===== src/rtl/prbs_pkg.sv =====
// ----------------------------------------------------------------------------
// prbs_pkg
//   Shared definitions for the PRBS generator/checker block.
//   - state_t       : lock FSM encoding (ST_UNLOCK, ST_LOCK)
//   - default_taps  : recommended Fibonacci feedback mask for common widths
//   - cnt_width     : width of a counter that must hold max(a, b)
//   No ports (package).
// ----------------------------------------------------------------------------
package prbs_pkg;

    typedef enum logic {
        ST_UNLOCK = 1'b0,
        ST_LOCK   = 1'b1
    } state_t;

    // Maximal-length masks for the widths the link actually uses; other
    // widths fall back to the 8-bit mask and must override TAPS explicitly.
    function automatic logic [31:0] default_taps(input int unsigned w);
        case (w)
            8:       default_taps = 32'h0000_00B8;
            16:      default_taps = 32'h0000_D008;
            32:      default_taps = 32'h8020_0003;
            default: default_taps = 32'h0000_00B8;
        endcase
    endfunction

    function automatic int unsigned cnt_width(input int unsigned a,
                                              input int unsigned b);
        cnt_width = $clog2(((a > b) ? a : b) + 1);
    endfunction

endpackage


===== src/rtl/prbs_gen_check_if.sv =====
// ----------------------------------------------------------------------------
// prbs_gen_check_if
//   Bundles the data-side signals of prbs_gen_check.
//   master : drives i_valid, i_seed, i_inject, i_inj_mask; reads the outputs
//   slave  : the prbs_gen_check block itself
//   Signals:
//     i_valid    1      advance generator / checker consumes current word
//     i_seed     WIDTH  seed sampled on soft_rst
//     i_inject   1      XOR i_inj_mask into o_data
//     i_inj_mask WIDTH  error injection mask
//     o_data     WIDTH  generator word after injection
//     o_lock     1      checker locked
//     o_match    1      last consumed word matched prediction
//     o_err_cnt  ERR_W  saturating mismatch count while locked
//     o_state    1      lock FSM state (debug visibility)
//
// Handshake: i_valid is a pure qualifier with no ready. The block accepts
// every cycle, so a word is transferred on each rising edge where i_valid
// is high, and nothing changes (except o_match clearing) when it is low.
// ----------------------------------------------------------------------------
interface prbs_gen_check_if #(
    parameter int WIDTH = 8,
    parameter int ERR_W = 16
);
    import prbs_pkg::*;

    logic             i_valid;
    logic [WIDTH-1:0] i_seed;
    logic             i_inject;
    logic [WIDTH-1:0] i_inj_mask;
    logic [WIDTH-1:0] o_data;
    logic             o_lock;
    logic             o_match;
    logic [ERR_W-1:0] o_err_cnt;
    state_t           o_state;

    modport master (
        output i_valid, i_seed, i_inject, i_inj_mask,
        input  o_data, o_lock, o_match, o_err_cnt, o_state
    );

    modport slave (
        input  i_valid, i_seed, i_inject, i_inj_mask,
        output o_data, o_lock, o_match, o_err_cnt, o_state
    );

endinterface


===== src/rtl/prbs_lfsr_next.sv =====
// ----------------------------------------------------------------------------
// prbs_lfsr_next
//   Combinational one-step advance of a Fibonacci LFSR:
//     next = {q[WIDTH-2:0], ^(q & TAPS)}
//   Ports:
//     q_i     WIDTH  current LFSR value
//     next_o  WIDTH  value after one shift
// ----------------------------------------------------------------------------
module prbs_lfsr_next
    import prbs_pkg::*;
#(
    parameter int               WIDTH = 8,
    parameter logic [WIDTH-1:0] TAPS  = WIDTH'(default_taps(WIDTH))
) (
    input  logic [WIDTH-1:0] q_i,
    output logic [WIDTH-1:0] next_o
);

    assign next_o = {q_i[WIDTH-2:0], ^(q_i & TAPS)};

endmodule


===== src/rtl/prbs_gen_check.sv =====
// ----------------------------------------------------------------------------
// prbs_gen_check
//   Link self-test block: PRBS generator plus a self-synchronising checker
//   with error injection, a lock/unlock FSM and flywheel tracking once
//   locked.
//   Ports:
//     clk       1   rising-edge clock
//     rst       1   synchronous active-high full reset (wins over soft_rst)
//     soft_rst  1   synchronous active-high restart from bus.i_seed
//     bus       prbs_gen_check_if.slave (see interface file)
//   Build option:
//     PRBS_ERR_CNT_EN  defined  -> saturating mismatch counter on o_err_cnt
//                      undefined-> no counter logic, o_err_cnt tied to 0
// ----------------------------------------------------------------------------
module prbs_gen_check
    import prbs_pkg::*;
#(
    parameter int               WIDTH        = 8,
    parameter logic [WIDTH-1:0] TAPS         = WIDTH'(default_taps(WIDTH)),
    parameter logic [WIDTH-1:0] DEFAULT_SEED = WIDTH'(1),
    parameter int               LOCK_CNT     = 4,
    parameter int               UNLOCK_CNT   = 3,
    parameter int               ERR_W        = 16
) (
    input  logic              clk,
    input  logic              rst,
    input  logic              soft_rst,
    prbs_gen_check_if.slave   bus
);

    localparam int CW = cnt_width(LOCK_CNT, UNLOCK_CNT);
    localparam logic [CW-1:0] LOCK_TH   = CW'(LOCK_CNT);
    localparam logic [CW-1:0] UNLOCK_TH = CW'(UNLOCK_CNT);

    logic [WIDTH-1:0] gen_q, gen_d;
    logic [WIDTH-1:0] chk_q, chk_d;
    logic             have_ref_q, have_ref_d;
    logic [CW-1:0]    mcnt_q, mcnt_d;
    logic [CW-1:0]    xcnt_q, xcnt_d;
    logic             match_q, match_d;
    state_t           state_q, state_d;

    logic [WIDTH-1:0] gen_nxt;
    logic [WIDTH-1:0] chk_pred;
    logic [WIDTH-1:0] data;
    logic [WIDTH-1:0] seed_sel;
    logic [CW-1:0]    mcnt_inc;
    logic [CW-1:0]    xcnt_inc;
    logic             hit;
    logic             cmp_en;
    logic             step_hit;
    logic             step_miss;

    // Generator advance and checker prediction share the same polynomial.
    prbs_lfsr_next #(.WIDTH(WIDTH), .TAPS(TAPS)) u_gen_next (
        .q_i    (gen_q),
        .next_o (gen_nxt)
    );

    prbs_lfsr_next #(.WIDTH(WIDTH), .TAPS(TAPS)) u_chk_next (
        .q_i    (chk_q),
        .next_o (chk_pred)
    );

    assign data     = gen_q ^ (bus.i_inject ? bus.i_inj_mask : '0);
    assign seed_sel = (bus.i_seed == '0) ? DEFAULT_SEED : bus.i_seed;
    assign hit      = (data == chk_pred);
    assign mcnt_inc = mcnt_q + CW'(1);
    assign xcnt_inc = xcnt_q + CW'(1);

    // A word is only judged once the checker holds a reference; the first
    // word after reset or unlock merely seeds it.
    assign cmp_en    = bus.i_valid && ((state_q == ST_LOCK) || have_ref_q);
    assign step_hit  = cmp_en && hit;
    assign step_miss = cmp_en && !hit;

    // ---------------- FSM: state register ----------------
    always_ff @(posedge clk) begin
        if (rst || soft_rst) begin
            state_q <= ST_UNLOCK;
        end else begin
            state_q <= state_d;
        end
    end

    // ---------------- FSM: next state ----------------
    always_comb begin
        state_d = state_q;
        case (state_q)
            ST_UNLOCK: begin
                if (step_hit && (mcnt_inc == LOCK_TH)) begin
                    state_d = ST_LOCK;
                end
            end
            ST_LOCK: begin
                if (step_miss && (xcnt_inc == UNLOCK_TH)) begin
                    state_d = ST_UNLOCK;
                end
            end
            default: state_d = ST_UNLOCK;
        endcase
    end

    // ---------------- FSM: outputs / datapath next values ----------------
    always_comb begin
        gen_d      = gen_q;
        chk_d      = chk_q;
        have_ref_d = have_ref_q;
        mcnt_d     = mcnt_q;
        xcnt_d     = xcnt_q;
        match_d    = 1'b0;
        if (bus.i_valid) begin
            gen_d   = gen_nxt;
            match_d = step_hit;
            case (state_q)
                ST_UNLOCK: begin
                    // Received data reseeds the checker until lock.
                    chk_d      = data;
                    have_ref_d = 1'b1;
                    if (step_hit) begin
                        mcnt_d = mcnt_inc;
                    end else if (step_miss) begin
                        mcnt_d = '0;
                    end
                    if (state_d == ST_LOCK) begin
                        mcnt_d = '0;
                        xcnt_d = '0;
                    end
                end
                ST_LOCK: begin
                    // Flywheel: free-run on the prediction so a corrupted
                    // word cannot knock the checker off the sequence.
                    chk_d = chk_pred;
                    if (step_hit) begin
                        xcnt_d = '0;
                    end else begin
                        xcnt_d = xcnt_inc;
                    end
                    if (state_d == ST_UNLOCK) begin
                        have_ref_d = 1'b0;
                        mcnt_d     = '0;
                        xcnt_d     = '0;
                    end
                end
                default: begin
                    have_ref_d = 1'b0;
                end
            endcase
        end
    end

    always_ff @(posedge clk) begin
        if (rst) begin
            gen_q      <= DEFAULT_SEED;
            chk_q      <= '0;
            have_ref_q <= 1'b0;
            mcnt_q     <= '0;
            xcnt_q     <= '0;
            match_q    <= 1'b0;
        end else if (soft_rst) begin
            gen_q      <= seed_sel;
            chk_q      <= '0;
            have_ref_q <= 1'b0;
            mcnt_q     <= '0;
            xcnt_q     <= '0;
            match_q    <= 1'b0;
        end else begin
            gen_q      <= gen_d;
            chk_q      <= chk_d;
            have_ref_q <= have_ref_d;
            mcnt_q     <= mcnt_d;
            xcnt_q     <= xcnt_d;
            match_q    <= match_d;
        end
    end

    assign bus.o_data  = data;
    assign bus.o_lock  = (state_q == ST_LOCK);
    assign bus.o_match = match_q;
    assign bus.o_state = state_q;

`ifdef PRBS_ERR_CNT_EN
    logic [ERR_W-1:0] err_cnt_q, err_cnt_d;
    logic             err_inc;

    // Only mismatches seen while locked are link errors; acquisition noise
    // is ignored. Unlock does not clear the count.
    assign err_inc = step_miss && (state_q == ST_LOCK);

    always_comb begin
        err_cnt_d = err_cnt_q;
        if (err_inc && (err_cnt_q != '1)) begin
            err_cnt_d = err_cnt_q + ERR_W'(1);
        end
    end

    always_ff @(posedge clk) begin
        if (rst || soft_rst) begin
            err_cnt_q <= '0;
        end else begin
            err_cnt_q <= err_cnt_d;
        end
    end

    assign bus.o_err_cnt = err_cnt_q;
`else
    assign bus.o_err_cnt = ERR_W'(0);
`endif

endmodule


===== src/flat_wrapper.sv =====
// flat-port wrapper written by rule: the top's interface ports become plain ports
module prbs_gen_check_flat import prbs_pkg::*;
#(
    parameter int               WIDTH        = 8,
    parameter logic [WIDTH-1:0] TAPS         = WIDTH'(default_taps(WIDTH)),
    parameter logic [WIDTH-1:0] DEFAULT_SEED = WIDTH'(1),
    parameter int               LOCK_CNT     = 4,
    parameter int               UNLOCK_CNT   = 3,
    parameter int               ERR_W        = 16
)
  (clk, rst, soft_rst, bus_i_valid, bus_i_seed, bus_i_inject, bus_i_inj_mask, bus_o_data, bus_o_lock, bus_o_match, bus_o_err_cnt, bus_o_state);
  prbs_gen_check_if #(.WIDTH(WIDTH), .ERR_W(ERR_W)) bus_i ();
  input  logic clk;
  input  logic rst;
  input  logic soft_rst;
  input wire logic [$bits(bus_i.i_valid)-1:0] bus_i_valid;
  input wire logic [$bits(bus_i.i_seed)-1:0] bus_i_seed;
  input wire logic [$bits(bus_i.i_inject)-1:0] bus_i_inject;
  input wire logic [$bits(bus_i.i_inj_mask)-1:0] bus_i_inj_mask;
  output wire logic [$bits(bus_i.o_data)-1:0] bus_o_data;
  output wire logic [$bits(bus_i.o_lock)-1:0] bus_o_lock;
  output wire logic [$bits(bus_i.o_match)-1:0] bus_o_match;
  output wire logic [$bits(bus_i.o_err_cnt)-1:0] bus_o_err_cnt;
  output wire logic [$bits(bus_i.o_state)-1:0] bus_o_state;
  assign bus_i.i_valid = bus_i_valid;
  assign bus_i.i_seed = bus_i_seed;
  assign bus_i.i_inject = bus_i_inject;
  assign bus_i.i_inj_mask = bus_i_inj_mask;
  assign bus_o_data = bus_i.o_data;
  assign bus_o_lock = bus_i.o_lock;
  assign bus_o_match = bus_i.o_match;
  assign bus_o_err_cnt = bus_i.o_err_cnt;
  assign bus_o_state = bus_i.o_state;
  prbs_gen_check #(.WIDTH(WIDTH), .TAPS(TAPS), .DEFAULT_SEED(DEFAULT_SEED), .LOCK_CNT(LOCK_CNT), .UNLOCK_CNT(UNLOCK_CNT), .ERR_W(ERR_W)) u_core (.clk(clk), .rst(rst), .soft_rst(soft_rst), .bus(bus_i));
endmodule

===== config.mk =====
export PLATFORM = sky130hd
export DESIGN_NAME = prbs_gen_check_flat
export DESIGN_NICKNAME = d
export VERILOG_FILES = /design/src/rtl/prbs_pkg.sv /design/src/rtl/prbs_gen_check_if.sv /design/src/rtl/prbs_lfsr_next.sv /design/src/rtl/prbs_gen_check.sv /design/src/flat_wrapper.sv
export SDC_FILE = /design/constraint.sdc
export NUM_CORES = 1
export LEC_CHECK = 0
export CAP_MARGIN = 20
export CORE_ASPECT_RATIO = 1.25
export CORE_MARGIN = 2
export CORE_UTILIZATION = 30
export CTS_CLUSTER_SIZE = 40
export DETAILED_ROUTE_END_ITERATION = 8
export PLACE_DENSITY = 0.54
export SLEW_MARGIN = 40
export SYNTH_ARGS = -nofsm -noshare
export SYNTH_HDL_FRONTEND = slang
export SYNTH_SLANG_ARGS = --single-unit

===== constraint.sdc =====
create_clock -name clk -period 1.9 [get_ports clk]
set_clock_uncertainty 0.2 [all_clocks]
set_input_delay 0.38 -clock clk [delete_from_list [all_inputs] [get_ports clk]]
set_output_delay 0.38 -clock clk [all_outputs]
set_load 0.01 [all_outputs]

==> run_results.csv <==
group,metric,value,unit
final_layout,nets,285,
routing,via_per_inst,4.54,
die,pin_count,48,
timing,drv_slew,0,
timing,final-setup-viol-count,5,
timing,fin_ws,-0.0220,ns
die,start_util,30.8,%
routing,drtIter0Drc,41,
global_routing,grtUsageTotal,13.3,%
synthesis,synth_edf_count,0,
timing,grt_setup_unrepaired,"yes",
routing,wl,4110,µm
status,outcome,"complete, but fails checks",
worst_setup_path,worst_setup_path_start_kind,"input port",
synthesis,synth_seq_cells,25,
routing,firstDrtPassIters,4,
clock_tree,cts-root-buf,"clkbuf_8",
final_layout,n_antenna_cell,0,
timing,fmax,520,MHz
final_layout,seqCellArea,512,µm²
worst_setup_path,r2r_start,"u_core.chk_q[5]$_SDFFE_PP0P_",
worst_setup_path,slowest_stage,"or3_4",
routing,drtAntennaViolNets,0,
timing,hold_viol,0,
timing,fin_crit_sh,101,%
status,violations,"setup timing",
placement,place_inst,316,
final_layout,final_core_util,44.3,%
synthesis,synth_top_area_cell,"dfxtp_1",
worst_setup_path,crit_chain,"clkdlybuf4s15_2, buf_8, nand2_4, xnor2_1, nand4_1, or3_4, nor3_4, o22ai_2",
clock_tree,cts_tree,"built",
clock_tree,clk_pin_slew,0.09,ns
synthesis,synth_cell_types,41,
pwr,max-vdd-ir-drop,0.267,mV
synthesis,yosys_warnings,0,
synthesis,ys_top_cells_by_count,"nor2_1, dfxtp_1, xnor2_1",
worst_setup_path,required,1.86,ns
placement,gp_congestion,0.820,
routing,wire_per_inst,12.7,µm
worst_setup_path,slowest_delay,0.46,ns
die,core_area,5740,µm²
worst_setup_path,worst-endpoint-arrival,1.88,ns
global_routing,grt_pass1_vias,1502,
synthesis,syn-cell-area,1770,µm²
global_routing,grt_pass1_wl,6870,µm
timing,fin_crit,1.92,ns
clock_tree,cts.htree.levels,1,
pwr,p_per_area,517,nW/µm²
routing,vias,1476,
worst_setup_path,endpoint,"u_core.xcnt_q[0]$_SDFFE_PP0P_",
die,row_count,31,
worst_setup_path,worstRegToRegCells,6,
worst_setup_path,setup.worst_path.start,"bus_i_inject",
placement,io_buffers,31,
synthesis,avgSynthCellArea,8.67,µm²
die,die_w,72.7,µm
clock_tree,cts_buffer_depth,2,
synthesis,synthArstFlopShare,0,%
synthesis,synthFlopType,"dfxtp_1",
routing,drc,0,
timing,tns,-0.0527,ns
synthesis,yosysSeqAreaShare,28.3,%
clock_tree,clock_latency,0.27,ns
hold_path,hp-class,"reg -> reg",
final_layout,drive_above_1_share,37.1,%
global_routing,grt_max_degree,17,
clock_tree,clock-sinks,25,
synthesis,yosys.area.top_type_share,28.3,%
final_layout,instances_no_fill,325,
worst_setup_path,critPathKind,"in -> reg",
hold_path,hold_start,"u_core.mcnt_q[0]$_SDFFE_PP0P_",
placement,place_ws,-0.675,ns
synthesis,synth_area_leaders,"dfxtp_1, xnor2_1, mux2i_1",
global_routing,grt.overflow.total,0,
die,dieArea,6530,µm²
global_routing,grt_antenna_before_repair,0,
die,die_y,89.9,µm
synthesis,yosysMostFrequentCell,"nor2_1",
worst_setup_path,critPathCaptureType,"flop",
flow_run,drv_cap,0,
synthesis,synth_cells,204,
final_layout,multi_input_area,1330,µm²
placement,dpl.hpwl,3210,µm
worst_setup_path,worstReg2RegEnd,"u_core.xcnt_q[0]$_SDFFE_PP0P_",
clock_tree,cts_buffers,3,
worst_setup_path,crit_fanout,7,
final_layout,fillers,582,
pwr,p_leak,0.00112,µW
final_layout,syn2layout_area_growth,43.8,%
worst_setup_path,r2r_slack,-0.01,ns
per-stage QoR:
stage	area [µm²]	total power, µW	hold WS [ns]
2_1_floorplan	1830	806	0.264
3_3_place_gp	2260	937	0.289
3_5_place_dp	2260	938	0.293
4_1_cts	2450	1310	0.309
5_1_grt	2540	1400	0.331
6_report	2540	1320	0.299
area by class of cell:
| type | count | area share [%] |
|---|---|---|
| clock buffers | 3 | 1.62 |
| clock inverters | 1 | 0.295 |
| inverters | 3 | 0.443 |
| multi-input cells | 161 | 52.1 |
| flip-flops and latches | 25 | 20.1 |
| well taps | 66 | 3.25 |
| repair buffers | 66 | 22.2 |
worst min path at each step:
stage               slack [ns]  cells past startpoint                             to
floorplan                 0.26                      2  u_core.xcnt_q[1]$_SDFFE_PP0P_
global placement          0.29                      2   u_core.chk_q[6]$_SDFFE_PP0P_
detailed placement        0.29                      2  u_core.mcnt_q[0]$_SDFFE_PP0P_
CTS                       0.31                      2   u_core.chk_q[6]$_SDFFE_PP0P_
global route              0.33                      2  u_core.mcnt_q[0]$_SDFFE_PP0P_
finish                    0.30                      2  u_core.mcnt_q[0]$_SDFFE_PP0P_
per-layer routing:
metal | track usage [%] | vias to the layer above | part of all wire (%)
met5 | 0 | - | 0
li1 | - | 761 | -
met3 | 1.79 | 6 | 3.6
met2 | 22.9 | 35 | 51
met1 | 17.0 | 674 | 44
met4 | 3.70 | 0 | 1.5
worst max-delay path, delay by kind of cell:
kind,cells,cell delay (ns)
AND/OR/NAND/NOR,4,0.88
buffers and inverters,2,0.36
XOR/XNOR,1,0.17
AO/OA/AOI/OAI,1,0.08
timing repair:
action / 4_1_cts / 5_1_grt
buffers inserted: 4 / 1
pin swaps: 14 / 14
endpoints found under the hold margin: 0 / 0
gates resized for setup: 57 / 21
hold buffers: 0 / 0
setup endpoints to repair: 17 / 14
registers in the layout (all words and copies together) (netlist names):
signal	cells
u_core.chk_q	8
u_core.gen_q	8
u_core.mcnt_q	3
u_core.xcnt_q	3
u_core.bus.o_lock	1
u_core.bus.o_match	1
u_core.have_ref_q	1
cells by family after synthesis:
group,Yosys count,synth area share (%)
simple gates,64,17.0
buf+inv,33,11.7
compound gates,29,10.4
xor+xnor,28,17.9
flops,25,28.3
mux,20,11.7
fa+ha+maj,4,2.83
other cells,1,0.212
power by group:
part           internal (µW)  switching, µW
clock network            149            178
logic                    234            190
registers                542           22.5
total                    925            391
cell usage in the layout (no fill, tap or decap), types with 7 or more instances in the layout:
master,synthesis,routed
nor2_1,26,26
a21oi_1,12,11
xnor2_1,21,7
dlygate4sd2_1,0,11
clkdlybuf4s50_1,0,14
mux2i_1,14,14
conb_1,1,16
xnor2_2,1,14
dfxtp_1,25,18
nand2_1,17,9
buf_4,17,33
Note: power is estimated with default switching activity, not from simulation.
